===== src/rtl/alu_loader_pkg.sv =====
// Shared types and defaults for the ALU operand loader.
// Latency: n/a (declarations only).
// Backpressure: n/a. Optional timeout is enabled by defining ALU_LOADER_TIMEOUT_EN.
package alu_loader_pkg;

  localparam int DATA_W             = 8;
  localparam int OP_SEL_W           = 3;
  localparam int DEF_SYNC_STAGES    = 2;
  localparam int DEF_TIMEOUT_CYCLES = 1024;

  // Encodings are visible on the debug bus, so they are pinned explicitly.
  typedef enum logic [2:0] {
    LOAD_A  = 3'd0,
    LOAD_B  = 3'd1,
    LOAD_OP = 3'd2,
    EXEC    = 3'd3,
    HOLD    = 3'd4
  } state_t;

  // True while an operation has been started but not yet fully loaded.
  function automatic logic is_partial(input state_t s);
    return (s == LOAD_B) || (s == LOAD_OP);
  endfunction

endpackage


===== src/rtl/strobe_sync_edge.sv =====
// Synchronises the asynchronous load pin and emits a one-cycle pulse per rising edge.
// Latency: SYNC_STAGES cycles from pin edge to pulse (pulse is consumed on the following edge).
// Backpressure: none; the pulse is free-running, a consumer that is not listening drops it.
module strobe_sync_edge #(
  parameter int SYNC_STAGES = 2
) (
  input  logic clk,
  input  logic rst_n,
  input  logic din,
  output logic pulse
);

  logic [SYNC_STAGES-1:0] sync;
  logic                   history;

  // Metastability chain plus one history flop for edge detection.
  always_ff @(posedge clk or negedge rst_n) begin
    if (!rst_n) begin
      sync    <= '0;
      history <= 1'b0;
    end else begin
      sync    <= {sync[SYNC_STAGES-2:0], din};
      history <= sync[SYNC_STAGES-1];
    end
  end

  // A held level produces exactly one pulse.
  assign pulse = sync[SYNC_STAGES-1] & ~history;

endmodule


===== src/rtl/alu_operand_loader.sv =====
// Assembles A, B and op from an 8-bit bus over three strobes, runs one EXEC cycle, captures result.
// Latency: SYNC_STAGES+1 cycles pin-to-accept; result/done registered one cycle after EXEC.
// Backpressure: none; ena=0 freezes state and drops strobes. Timeout via ALU_LOADER_TIMEOUT_EN.
module alu_operand_loader
  import alu_loader_pkg::*;
#(
  parameter int SYNC_STAGES    = DEF_SYNC_STAGES,
  parameter int TIMEOUT_CYCLES = DEF_TIMEOUT_CYCLES
) (
  input  logic                clk,
  input  logic                rst_n,
  input  logic                ena,
  input  logic [DATA_W-1:0]   data_in,
  input  logic                load,
  input  logic                clr,
  input  logic [DATA_W-1:0]   alu_result,
  input  logic                alu_cout,
  output logic [DATA_W-1:0]   op_a,
  output logic [DATA_W-1:0]   op_b,
  output logic [OP_SEL_W-1:0] op_sel,
  output logic                op_valid,
  output logic [DATA_W-1:0]   result,
  output logic                cout,
  output logic                done,
  output logic [2:0]          state
`ifdef ALU_LOADER_TIMEOUT_EN
  ,
  output logic                timeout_flag
`endif
);

  // Reject configurations that cannot work before anything is built.
  if (SYNC_STAGES < 2) begin : g_bad_sync
    $error("alu_operand_loader: SYNC_STAGES must be at least 2");
  end
  if (TIMEOUT_CYCLES < 1) begin : g_bad_timeout
    $error("alu_operand_loader: TIMEOUT_CYCLES must be at least 1");
  end

  state_t st;
  logic   ld_pulse;
  logic   tmo;

  strobe_sync_edge #(
    .SYNC_STAGES(SYNC_STAGES)
  ) u_strobe (
    .clk  (clk),
    .rst_n(rst_n),
    .din  (load),
    .pulse(ld_pulse)
  );

  assign state = st;

`ifdef ALU_LOADER_TIMEOUT_EN
  localparam int CNT_W = $clog2(TIMEOUT_CYCLES + 1);
  logic [CNT_W-1:0] tmo_cnt;

  // Fires on the cycle the idle count would reach TIMEOUT_CYCLES.
  assign tmo = is_partial(st) && (tmo_cnt == CNT_W'(TIMEOUT_CYCLES - 1));

  // Idle counter for a partially loaded operation; any strobe, abort or state change restarts it.
  always_ff @(posedge clk or negedge rst_n) begin
    if (!rst_n) begin
      tmo_cnt <= '0;
    end else if (ena) begin
      if (!is_partial(st) || ld_pulse || clr || tmo) begin
        tmo_cnt <= '0;
      end else begin
        tmo_cnt <= tmo_cnt + CNT_W'(1);
      end
    end
  end
`else
  assign tmo = 1'b0;
`endif

  // Load sequencer: all outputs registered; clr beats a coincident strobe, EXEC always completes.
  always_ff @(posedge clk or negedge rst_n) begin
    if (!rst_n) begin
      st       <= LOAD_A;
      op_a     <= '0;
      op_b     <= '0;
      op_sel   <= '0;
      op_valid <= 1'b0;
      result   <= '0;
      cout     <= 1'b0;
      done     <= 1'b0;
`ifdef ALU_LOADER_TIMEOUT_EN
      timeout_flag <= 1'b0;
`endif
    end else if (ena) begin
      op_valid <= 1'b0;
      case (st)
        LOAD_A: begin
          if (clr) begin
            st <= LOAD_A;
          end else if (ld_pulse) begin
            op_a <= data_in;
            st   <= LOAD_B;
`ifdef ALU_LOADER_TIMEOUT_EN
            timeout_flag <= 1'b0;
`endif
          end
        end
        LOAD_B: begin
          if (clr) begin
            st <= LOAD_A;
          end else if (ld_pulse) begin
            op_b <= data_in;
            st   <= LOAD_OP;
          end else if (tmo) begin
            st <= LOAD_A;
`ifdef ALU_LOADER_TIMEOUT_EN
            timeout_flag <= 1'b1;
`endif
          end
        end
        LOAD_OP: begin
          if (clr) begin
            st <= LOAD_A;
          end else if (ld_pulse) begin
            op_sel   <= data_in[OP_SEL_W-1:0];
            op_valid <= 1'b1;
            st       <= EXEC;
          end else if (tmo) begin
            st <= LOAD_A;
`ifdef ALU_LOADER_TIMEOUT_EN
            timeout_flag <= 1'b1;
`endif
          end
        end
        EXEC: begin
          result <= alu_result;
          cout   <= alu_cout;
          done   <= 1'b1;
          st     <= HOLD;
        end
        HOLD: begin
          if (clr) begin
            done <= 1'b0;
            st   <= LOAD_A;
          end else if (ld_pulse) begin
            op_a <= data_in;
            done <= 1'b0;
            st   <= LOAD_B;
`ifdef ALU_LOADER_TIMEOUT_EN
            timeout_flag <= 1'b0;
`endif
          end
        end
        default: begin
          done <= 1'b0;
          st   <= LOAD_A;
        end
      endcase
    end
  end

endmodule


===== config.mk =====
export PLATFORM = sky130hd
export DESIGN_NAME = alu_operand_loader
export DESIGN_NICKNAME = d
export VERILOG_FILES = /design/src/rtl/alu_loader_pkg.sv /design/src/rtl/strobe_sync_edge.sv /design/src/rtl/alu_operand_loader.sv
export SDC_FILE = /design/constraint.sdc
export NUM_CORES = 1
export LEC_CHECK = 0
export BUFFER_PORTS_ARGS = -buffer_cell sky130_fd_sc_hd__buf_2
export CORE_AREA = 2 2 53 67
export DETAILED_ROUTE_END_ITERATION = 7
export DIE_AREA = 0 0 55 69
export PLACE_DENSITY = 0.86
export SETUP_SLACK_MARGIN = 0.02
export SKIP_LAST_GASP = 1
export SYNTH_ARGS = -nofsm -noshare
export SYNTH_HDL_FRONTEND = slang
export SYNTH_SLANG_ARGS = --single-unit

===== constraint.sdc =====
create_clock -name clk -period 1.73 [get_ports clk]
set_input_delay 0.0865 -clock clk [delete_from_list [all_inputs] [get_ports clk]]
set_output_delay 0.0865 -clock clk [all_outputs]
set_load 0.02 [all_outputs]

Word level (Yosys, flattened, before mapping) --
Index checks and enable logic that the tools add are counted.
Storage, ports and cells: bits of input ports 22, output and inout port bits 33, word-level logic and storage cells 44, flip-flop bits (word level) 36
Operators by class: eq/ne operators 8, multiplexer cells 13, reductions and logical operators 9, bitwise gates (word level) 4
Operators by type and width (number):
- $mux W3 | 6
- $reduce_and A4 Y1 | 4
- $pmux W3 S4 | 1
- $ne A3 B3 Y1 const B | 3
- $eq A3 B2 Y1 const B | 2
- $mux W1 | 5
- $eq A3 B1 Y1 const B | 1
- $eq A3 B3 Y1 const B | 1
- $logic_not A3 Y1 | 1
- $ne A3 B1 Y1 const B | 1
- $not A1 Y1 | 3
- $pmux W1 S3 | 1
- $reduce_and A3 Y1 | 1
- $reduce_or A3 Y1 | 1
- $reduce_and A2 Y1 | 1
- $reduce_or A2 Y1 | 1
- $and A1 B1 Y1 | 1

Longest topological paths before layout --
Gate-level depths: netlist (run 1).
depth after elaboration 5, mapped depth 4, depth with buffers taken out 3

Cells and area by module --
From an unflattened synthesis (run 1), not the netlist that was laid out.
Second synthesis, totals: cell total of the unflattened synthesis 87, area total of the unflattened synthesis 1426.4 µm²
Modules (own cells, without submodules):
- alu_operand_loader | sequential area each 825.8 µm², times used 1, cells an instance 83, area each 1337.5 µm²
- strobe_sync_edge | sequential area each 75.1 µm², times used 1, cells an instance 4, area each 88.8 µm²

Worst setup path after synthesis (run 1) --
OpenSTA, ideal clock, no wires.
path type flip-flop to flip-flop, from register st[1] (netlist: state[1]), to register op_b[0], slack 236 ps, data arrival time 1369 ps, clock period less this slack 1494 ps, required time 1605 ps, setup time 125 ps, buffers on the path 1, cell stages (with the launch flop) 5, path through dfrtp_1 -> buf_6 -> nor4b_4 -> nand2_4 -> mux2_4
On the way: word-level cells in the longest chain between the ends 2
Ends and longest elaborated chain:
- from (decl) | line alu_operand_loader.sv:40 | state_t st;
- from (signal assigned) | line alu_operand_loader.sv:81 | st <= LOAD_A;
- from (signal assigned) | line alu_operand_loader.sv:97 | st <= LOAD_A;
- from (signal assigned) | line alu_operand_loader.sv:100 | st <= LOAD_B;
- $eq A3 B1 Y1 | line alu_operand_loader.sv:94 | case (st)
- $reduce_and A4 Y1 (no line)
- to (signal assigned) | line alu_operand_loader.sv:110 | op_b <= data_in;
- to (decl) | line alu_operand_loader.sv:19 | output logic [DATA_W-1:0] op_b,
Every way passes these cells. A chain may end at the register's enable or synchronous reset.

Final worst setup path (run 1) --
from register st[1] (netlist: state[1]), to register op_b[5]
The elaborated chain is that of the path after synthesis.

==> results of run 1 <==
[timing repair]
item | 4_1_cts | 5_1_grt
setup buffers | 0 | 0
hold buffers | 2 | 0
setup endpoints to repair | 0 | 0
endpoints found under the hold margin | 37 | 0
[metal layers]
layer  vias up  track usage  share of wire
met4         0        0.108          0.026
li1        441            -              -
met3         6       0.0541          0.040
met1       468        0.210           0.37
met5         -            0              0
met2        21        0.286           0.56
[through the flow]
step / worst slack, ns / utilization / hold slack [ns] / total power [mW] / instance area [µm²]
detailed placement: 0.252 / 0.551 / 0.198 / 1.55 / 1740
global placement: 0.301 / 0.551 / 0.190 / 1.52 / 1740
finish: 0.250 / 0.597 / 0.0288 / 2.32 / 1890
floorplan: 0.236 / - / -0.209 / 1.34 / 1440
CTS: 0.241 / 0.597 / 0.0193 / 2.35 / 1890
global route: 0.169 / 0.597 / 0.0182 / 2.43 / 1890
[final timing paths]
check	startpoint	endpoint	slack, ns	cells after the start
hold / removal	data_in[4]	op_a[4]	0.03	2
hold reg to reg	u_strobe.sync[0]	u_strobe.sync[1]	0.36	0
setup reg to reg	state[1]	op_b[5]	0.25	3
max in group asynchronous	rst_n	cout	0.82	2
min in group asynchronous	rst_n	result[0]	0.41	2
setup / recovery	state[1]	op_b[5]	0.25	3
[area by class of cell]
cell class,instances,share of cell area
multi-input combinational,47,0.268
timing repair buffer,57,0.158
clock buffer,7,0.0510
clock inverter,1,0.0159
sequential,36,0.477
tap,37,0.0245
inverter,3,0.00596
[cell families after synthesis]
family	share of synthesized area
compound gates	0.0390
buf+inv	0.0243
flops	0.624
mux	0.239
simple gates	0.0729
[registers in the layout, indices dropped and copies added (netlist names)]
name / count
result: 8
done: 1
op_a: 8
u_strobe.history: 1
op_sel: 3
u_strobe.sync: 2
cout: 1
op_b: 8
op_valid: 1
state: 3
[where the power goes]
group / internal [mW] / switching, mW / total, mW
clock: 0.508 / 0.288 / 0.796
combinational: 0.210 / 0.278 / 0.488
sequential: 0.966 / 0.0718 / 1.04
[synthesized netlist by cell type (all sizes together)]
cell,n
nor2b,1
dfrtp,36
nor4b,1
nand2,3
inv,3
o41ai,1
nand3,1
and3b,1
a31oi,2
a211oi,1
a22o,1
o21ai,2
nand2b,1
a32oi,1
mux2,28
nand4b,1
buf,3
nor3,2
[critical path, delay by kind of cell (launching register included)]
| kind | cells | cell delay, ns |
|---|---|---|
| multiplexers | 1 | 0.33 |
| AND/OR/NAND/NOR | 2 | 0.54 |
| flip-flops | 1 | 0.50 |
==> results.cfg, run 1 <==
[status]
status = complete, no violations

[finish]
multi_input_area_um2 = 507
n_fill_cell = 263
drive_gt1_frac = 0.589
fin_cells = 188
diodes = 0
final_common_cell = buf_2
final_cell_mix = buf_2 (54), dfrtp_1 (36), mux2_2 (13)
area_growth_pct = 31.0
layout.nets = 172
seqCellArea_um2 = 901

[worst_setup_path]
startpoint_type = flop
crit_path_max_incr_delay_ns = 0.50
crit_required_ns = 1.90
path_cells = nor4b_4 > nand2_4 > mux2_4
end_kind = flop
cp_max_fo = 9
slowest_stage = dfrtp_1
crit_arrival_ns = 1.65
critPathKind = flop to flop

[floorplan]
pin_count = 55
num_rows = 23
core_um2 = 3170
die_y_um = 69
die_w_um = 55
die-area_um2 = 3800
initial_core_util = 0.456

[placement]
hpwl_mm = 2.17
port_buffers = 54
dp_cells = 178
gp_congestion = 0.731

[grt]
grt_pass1_vias = 997
overflow = 0
grt_max_degree = 37
grt_pass1_wl_mm = 4.86
grt_antenna_before_repair = 0
grtUsageTotal = 0.182

[sta]
finalSetupViolations = 0
fin_tns_setup_ns = 0
final-hold-violation-count = 0
relSlewSlack = 0.487
clock-skew-final_ns = 0.00831
drv_slew = 0
grt_setup_unrepaired = no
timing.final.crit_period_ns = 1.48
fmax_mhz = 676
final.period_utilization = 0.855
worst_pin_slew_ns = 0.769

[pwr]
ir_drop_v = 0.000876
p_per_area_nw_per_um2 = 1230
leakage_nw = 1.06

[worst_hold_path]
hold_class = input port to flop

[clocking]
cts_tree = yes
cts_buffer_depth = 2
clk_latency_ns = 0.28
cts_buffers = 5
cts_sinks = 36
clock-root-buffer = clkbuf_8
cts_resized = 0
clkTransAtPathRegs_ns = 0.07
cts_htree_levels = 2

[route]
drtIter0Drc = 13
drt_wl_total_mm = 2.88
drc = 0
vias = 936
drt_first_pass_iters = 4
wire_per_inst_um = 15.3
postRouteAntennaNets = 0
via_per_inst = 4.98

[logic_synthesis]
synthesis.instances = 89
synth-seq-cells = 36
synthesis.nets = 111
yosysWarnings = 0
synth_cell_types = 24
synth_top_area_cell = dfrtp_1
ys_seq_area_frac = 0.624
syn_area_per_cell_um2 = 16.2
synthTopCellsByArea = dfrtp_1 (62%), mux2_2 (10%), mux2_4 (8.3%)
yosys.area.top_type_share = 0.624
synthesis.area_um2 = 1440

[flow_run]
maxCapViolations = 0
(Power assumes the default switching activity.)
==> inputs of run 2 (changes only) <==
--- a/config.mk
+++ b/config.mk
@@ -5,12 +5,15 @@
 export SDC_FILE = /design/constraint.sdc
 export NUM_CORES = 1
 export LEC_CHECK = 0
+export ABC_AREA = 1
 export BUFFER_PORTS_ARGS = -buffer_cell sky130_fd_sc_hd__buf_2
+export CAP_MARGIN = 20
 export CORE_AREA = 2 2 53 67
 export DETAILED_ROUTE_END_ITERATION = 7
 export DIE_AREA = 0 0 55 69
-export PLACE_DENSITY = 0.86
+export PLACE_DENSITY = 0.87
 export SETUP_SLACK_MARGIN = 0.02
+export SKIP_CTS_REPAIR_TIMING = 1
 export SKIP_LAST_GASP = 1
 export SYNTH_ARGS = -nofsm -noshare
 export SYNTH_HDL_FRONTEND = slang
==> results.cfg, run 2 <==
[finish]
area_growth_pct = 26.5
reg_top3 = op_a x8, op_b x8, result x8
final_cell_mix = buf_2 (54), nand2_1 (43), dfrtp_1 (36)
final_common_cell = buf_2
drive_gt1_frac = 0.373
layout.nets = 234
diodes = 0

[sta]
grt_setup_unrepaired = no
finalSetupViolations = 0
worst_pin_slew_ns = 0.772
fin_tns_setup_ns = 0
setup_ws_ns = 0.557
final-hold-violation-count = 0
relSlewSlack = 0.486
drv_slew = 0
clock-skew-final_ns = 0.00438
fmax_mhz = 852
timing.final.crit_period_ns = 1.17
hold_ws_ns = 0.0504
final.period_utilization = 0.678

[floorplan]
initial_core_util = 0.466
die_y_um = 69
core_um2 = 3170
pin_count = 55
die_w_um = 55
die-area_um2 = 3800
num_rows = 23

[logic_synthesis]
synth_edf_count = 0
syn_area_per_cell_um2 = 9.70
synth_top_area_cell = dfrtp_1
yosysMostFrequentCell = nand2_1
yosys.area.top_type_share = 0.611
synth-seq-cells = 36
synthFlopType = dfrtp_1
synthTopCellsByArea = dfrtp_1 (61%), nand2_1 (11%), o21ai_2 (6.5%)
synthesis.nets = 174
yosysWarnings = 0
ys_seq_area_frac = 0.611
synthTopCellsByCount = nand2_1 (43), dfrtp_1 (36), inv_1 (24)
synth_cell_types = 18
synthesis.instances = 152
async_flop_share = 1.00
synthesis.area_um2 = 1470

[pwr]
p_per_area_nw_per_um2 = 1600
ir_drop_v = 0.00106
leakage_nw = 1.10

[route]
via_per_inst = 4.61
drtIter0Drc = 20
vias = 1149
drt_wl_total_mm = 2.84
postRouteAntennaNets = 0
wire_per_inst_um = 11.4
drt_first_pass_iters = 4
drc = 0

[worst_setup_path]
crit_arrival_ns = 1.33
end_kind = flop
cp_max_fo = 7
startpoint_type = flop
cpMostUsedCell = nand2_1
path_cells = inv_1 > nand2_1 > nor2_4 > nand2_1 > nand2_1 > o21ai_0
critPathKind = flop to flop
crit_path_max_incr_delay_ns = 0.37
crit_required_ns = 1.89
slowest_stage = dfrtp_1

[grt]
grt_pass1_vias = 1114
overflow = 0
grt_pass1_wl_mm = 4.75
grt_max_degree = 37
grt_antenna_before_repair = 0
grtUsageTotal = 0.170

[clocking]
cts_buffer_depth = 2
clk_latency_ns = 0.27
clock-root-buffer = clkbuf_8
cts_htree_levels = 2
cts_buffers = 5
cts_tree = yes
cts_sinks = 36
clkTransAtPathRegs_ns = 0.06

[placement]
pre_cts_ws_ns = 0.550
port_buffers = 54
gp_congestion = 0.769
hpwl_mm = 2.16

[worst_hold_path]
hold_class = input port to flop

[flow_run]
maxCapViolations = 0

[status]
status = complete, no violations
run 2: cell types whose count changed after synthesis, moves of 8 or more:
cell	delta
nand2_1	+42
inv_1	+21
mux2_2	-13
o21ai_0	+12
o21ai_2	+11
mux2_4	-8
run 2: cell type report:
| type | instances | area, µm² |
|---|---|---|
| clock inverters | 1 | 5.00 |
| clock buffers | 6 | 72.6 |
| inverters | 26 | 97.6 |
| flip-flops and latches | 36 | 901 |
| multi-input cells | 86 | 444 |
| fillers | 307 | 1300 |
| repair buffers | 57 | 298 |
| well taps | 37 | 46.3 |
run 2: cell families (layout without fill, tap and decap cells):
group	Yosys count	in the layout	synth area share
AND/OR/NAND/NOR	56	56	0.171
flip-flops	36	36	0.611
AO/OA/AOI/OAI	30	30	0.130
buffers and inverters	30	90	0.0874
run 2: metal layers:
layer	GRT usage	wire length, µm	up-vias
li1	-	-	589
met1	0.201	1150	526
met2	0.283	1520	30
met3	0.0390	130	4
met4	0.0732	38	0
met5	0	0	-
run 2: final timing paths:
check	startpoint	endpoint	slack, ns	cells after the start
worst max-delay path	u_strobe.history	op_sel[2]	0.56	6
worst min-delay path	alu_result[5]	result[5]	0.05	3
worst max register to register	u_strobe.history	op_sel[2]	0.56	6
worst min register to register	u_strobe.sync[0]	u_strobe.sync[1]	0.36	0
max in group asynchronous	rst_n	op_a[5]	0.82	2
min in group asynchronous	rst_n	op_a[2]	0.42	2
run 2: through the flow:
step	power [mW]	area, µm²	util	instances
finish	2.99	1860	0.589	249
detailed placement	2.49	1770	0.558	240
global route	3.20	1860	0.589	249
CTS	3.03	1840	0.583	247
floorplan	2.06	1470	-	152
global placement	2.44	1770	0.558	240
run 2: critical path, delay by kind of cell (launching register included):
kind                   cells  cell delay (ns)
AND/OR/NAND/NOR            4             0.55
flip-flops                 1             0.37
AO/OA/AOI/OAI              1             0.08
buffers and inverters      1             0.05
run 2: where the power goes:
group	internal (mW)	switching, mW	total (mW)
logic	0.403	0.749	1.15
registers	1.13	0.170	1.30
clock network	0.273	0.259	0.532
total	1.81	1.18	2.99
==> inputs of run 3 (changes only) <==
--- a/config.mk
+++ b/config.mk
@@ -8,10 +8,10 @@
 export ABC_AREA = 1
 export BUFFER_PORTS_ARGS = -buffer_cell sky130_fd_sc_hd__buf_2
 export CAP_MARGIN = 20
-export CORE_AREA = 2 2 53 67
+export CORE_AREA = 2 2 56 71
 export DETAILED_ROUTE_END_ITERATION = 7
-export DIE_AREA = 0 0 55 69
-export PLACE_DENSITY = 0.87
+export DIE_AREA = 0 0 58 73
+export PLACE_DENSITY = 0.83
 export SETUP_SLACK_MARGIN = 0.02
 export SKIP_CTS_REPAIR_TIMING = 1
 export SKIP_LAST_GASP = 1
==> constraint.sdc (replaced) <==
create_clock -name clk -period 0.95 [get_ports clk]
set_input_delay 0.0475 -clock clk [delete_from_list [all_inputs] [get_ports clk]]
set_output_delay 0.0475 -clock clk [all_outputs]
set_load 0.02 [all_outputs]
==> results.cfg, run 3 (synthesis results as in run 2) <==
[worst_hold_path]
min_from = alu_result[6]
holdPathEnd = result[6]
hold_class = input port to flop
min_path_cells = 3

[finish]
final_cell_mix = buf_2 (51), nand2_1 (33), dfrtp_1 (33)
reg_top3 = op_a x8, op_b x8, result x8
layout.nets = 242
final_common_cell = buf_2
area_growth_pct = 41.0
drive_gt1_frac = 0.475
n_fill_cell = 314
final_area_um2 = 2080
diodes = 0

[grt]
grtUsageTotal = 0.156
grt_max_degree = 37
grt_antenna_before_repair = 0
grt_pass1_vias = 1123
overflow = 0
grt_pass1_wl_mm = 5.00

[route]
drc = 0
vias = 1212
wire_per_inst_um = 12.5
via_per_inst = 4.64
postRouteAntennaNets = 0
drtIter0Drc = 36
drt_first_pass_iters = 4
drt_wl_total_mm = 3.26

[placement]
gp_congestion = 0.782
port_buffers = 54
place_area_um2 = 1840
hpwl_mm = 2.17

[pwr]
seq_power_share = 0.405
p_comb_frac = 0.414
ir_drop_v = 0.00132
swShare = 0.390
p_int_mw = 3.61
p_sw_mw = 2.31
leakage_nw = 1.15
p_per_area_nw_per_um2 = 2850
p_clk_frac = 0.181

[sta]
final-hold-violation-count = 0
relSlewSlack = 0.868
fin_tns_setup_ns = -5.52
worst_pin_slew_ns = 0.198
finalSetupViolations = 36
fmax_mhz = 873
drv_slew = 0
setup_ws_ns = -0.195
grt_setup_unrepaired = yes
hold_ws_ns = 0.00266
clock-skew-final_ns = 0.00828
timing.final.crit_period_ns = 1.15
final.period_utilization = 1.21

[worst_setup_path]
startpoint_type = flop
slowest_stage = dfrtp_2
rr_endpoint = op_b[7]
end_kind = flop
crit_path_max_incr_delay_ns = 0.46
crit-reg2reg-launch = state[1]
critPathKind = flop to flop
cp_max_fo = 16
rrSetupSlack_ns = -0.20
reg2reg_depth = 5
crit_arrival_ns = 1.31
crit_buf_inv = 1
crit_required_ns = 1.12
path_cells = nand3b_1 > inv_2 > nand2_8 > nand2_1 > o21ai_2
path_delay_family = flip-flops

[status]
status = finished with violations
violations = negative setup slack

[floorplan]
die_y_um = 73
core_um2 = 3630
die_w_um = 58
pin_count = 55
initial_core_util = 0.406
num_rows = 25
die-area_um2 = 4230

[clocking]
cts_buffer_depth = 2
cts_buffers = 5
cts_tree = yes
cts_sinks = 36
clock-root-buffer = clkbuf_8
clk_latency_ns = 0.28
cts_htree_levels = 2
clkTransAtPathRegs_ns = 0.07

[flow_run]
maxCapViolations = 0
-- run 3: metal layers --
layer / routed length, µm / share of wire / track usage / vias to the layer above
met5: 0 / 0 / 0 / -
met4: 42 / 0.013 / 0.0698 / 0
met3: 142 / 0.044 / 0.0390 / 5
met2: 1750 / 0.54 / 0.266 / 24
met1: 1330 / 0.41 / 0.183 / 578
li1: - / - / - / 605
-- run 3: power by group through the flow --
stage,logic (mW),registers [mW],clock network (mW)
floorplan,0.728,3.05,0
global placement,2.17,2.38,0
detailed placement,2.22,2.40,0
CTS,2.23,2.37,1.11
global route,2.66,2.47,1.19
finish,2.45,2.40,1.07
-- run 3: metrics by stage --
stage | power (mW) | cells | setup WS, ns | util
6_report | 5.92 | 261 | -0.195 | 0.573
5_1_grt | 6.32 | 261 | -0.288 | 0.573
4_1_cts | 5.72 | 256 | -0.260 | 0.532
3_5_place_dp | 4.62 | 248 | -0.218 | 0.508
3_3_place_gp | 4.56 | 248 | -0.194 | 0.508
2_1_floorplan | 3.78 | 152 | -0.210 | -
-- run 3: how the worst max path moves through the flow --
| stage | start | end | slack (ns) | depth (start not counted) |
|---|---|---|---|---|
| finish | state[1] | op_b[7] | -0.20 | 5 |
| global route | state[1] | op_b[0] | -0.29 | 5 |
| CTS | u_strobe.history | op_sel[0] | -0.26 | 6 |
| detailed placement | u_strobe.history | op_a[3] | -0.22 | 6 |
| global placement | u_strobe.history | op_a[3] | -0.19 | 6 |
| floorplan | state[1] | op_b[5] | -0.21 | 6 |
-- run 3: final cells by class --
cell class	count	area (µm²)	share of cell area
Tap cell	40	50.0	0.0241
Multi-Input combinational cell	86	518	0.249
Timing Repair Buffer	65	418	0.201
Clock buffer	8	90.1	0.0433
Inverter	26	97.6	0.0470
Sequential cell	36	905	0.435
-- run 3: tightest hold or removal path: stages --
cell     delay, ns
buf_2         0.10
inv_1         0.04
o21ai_1       0.06
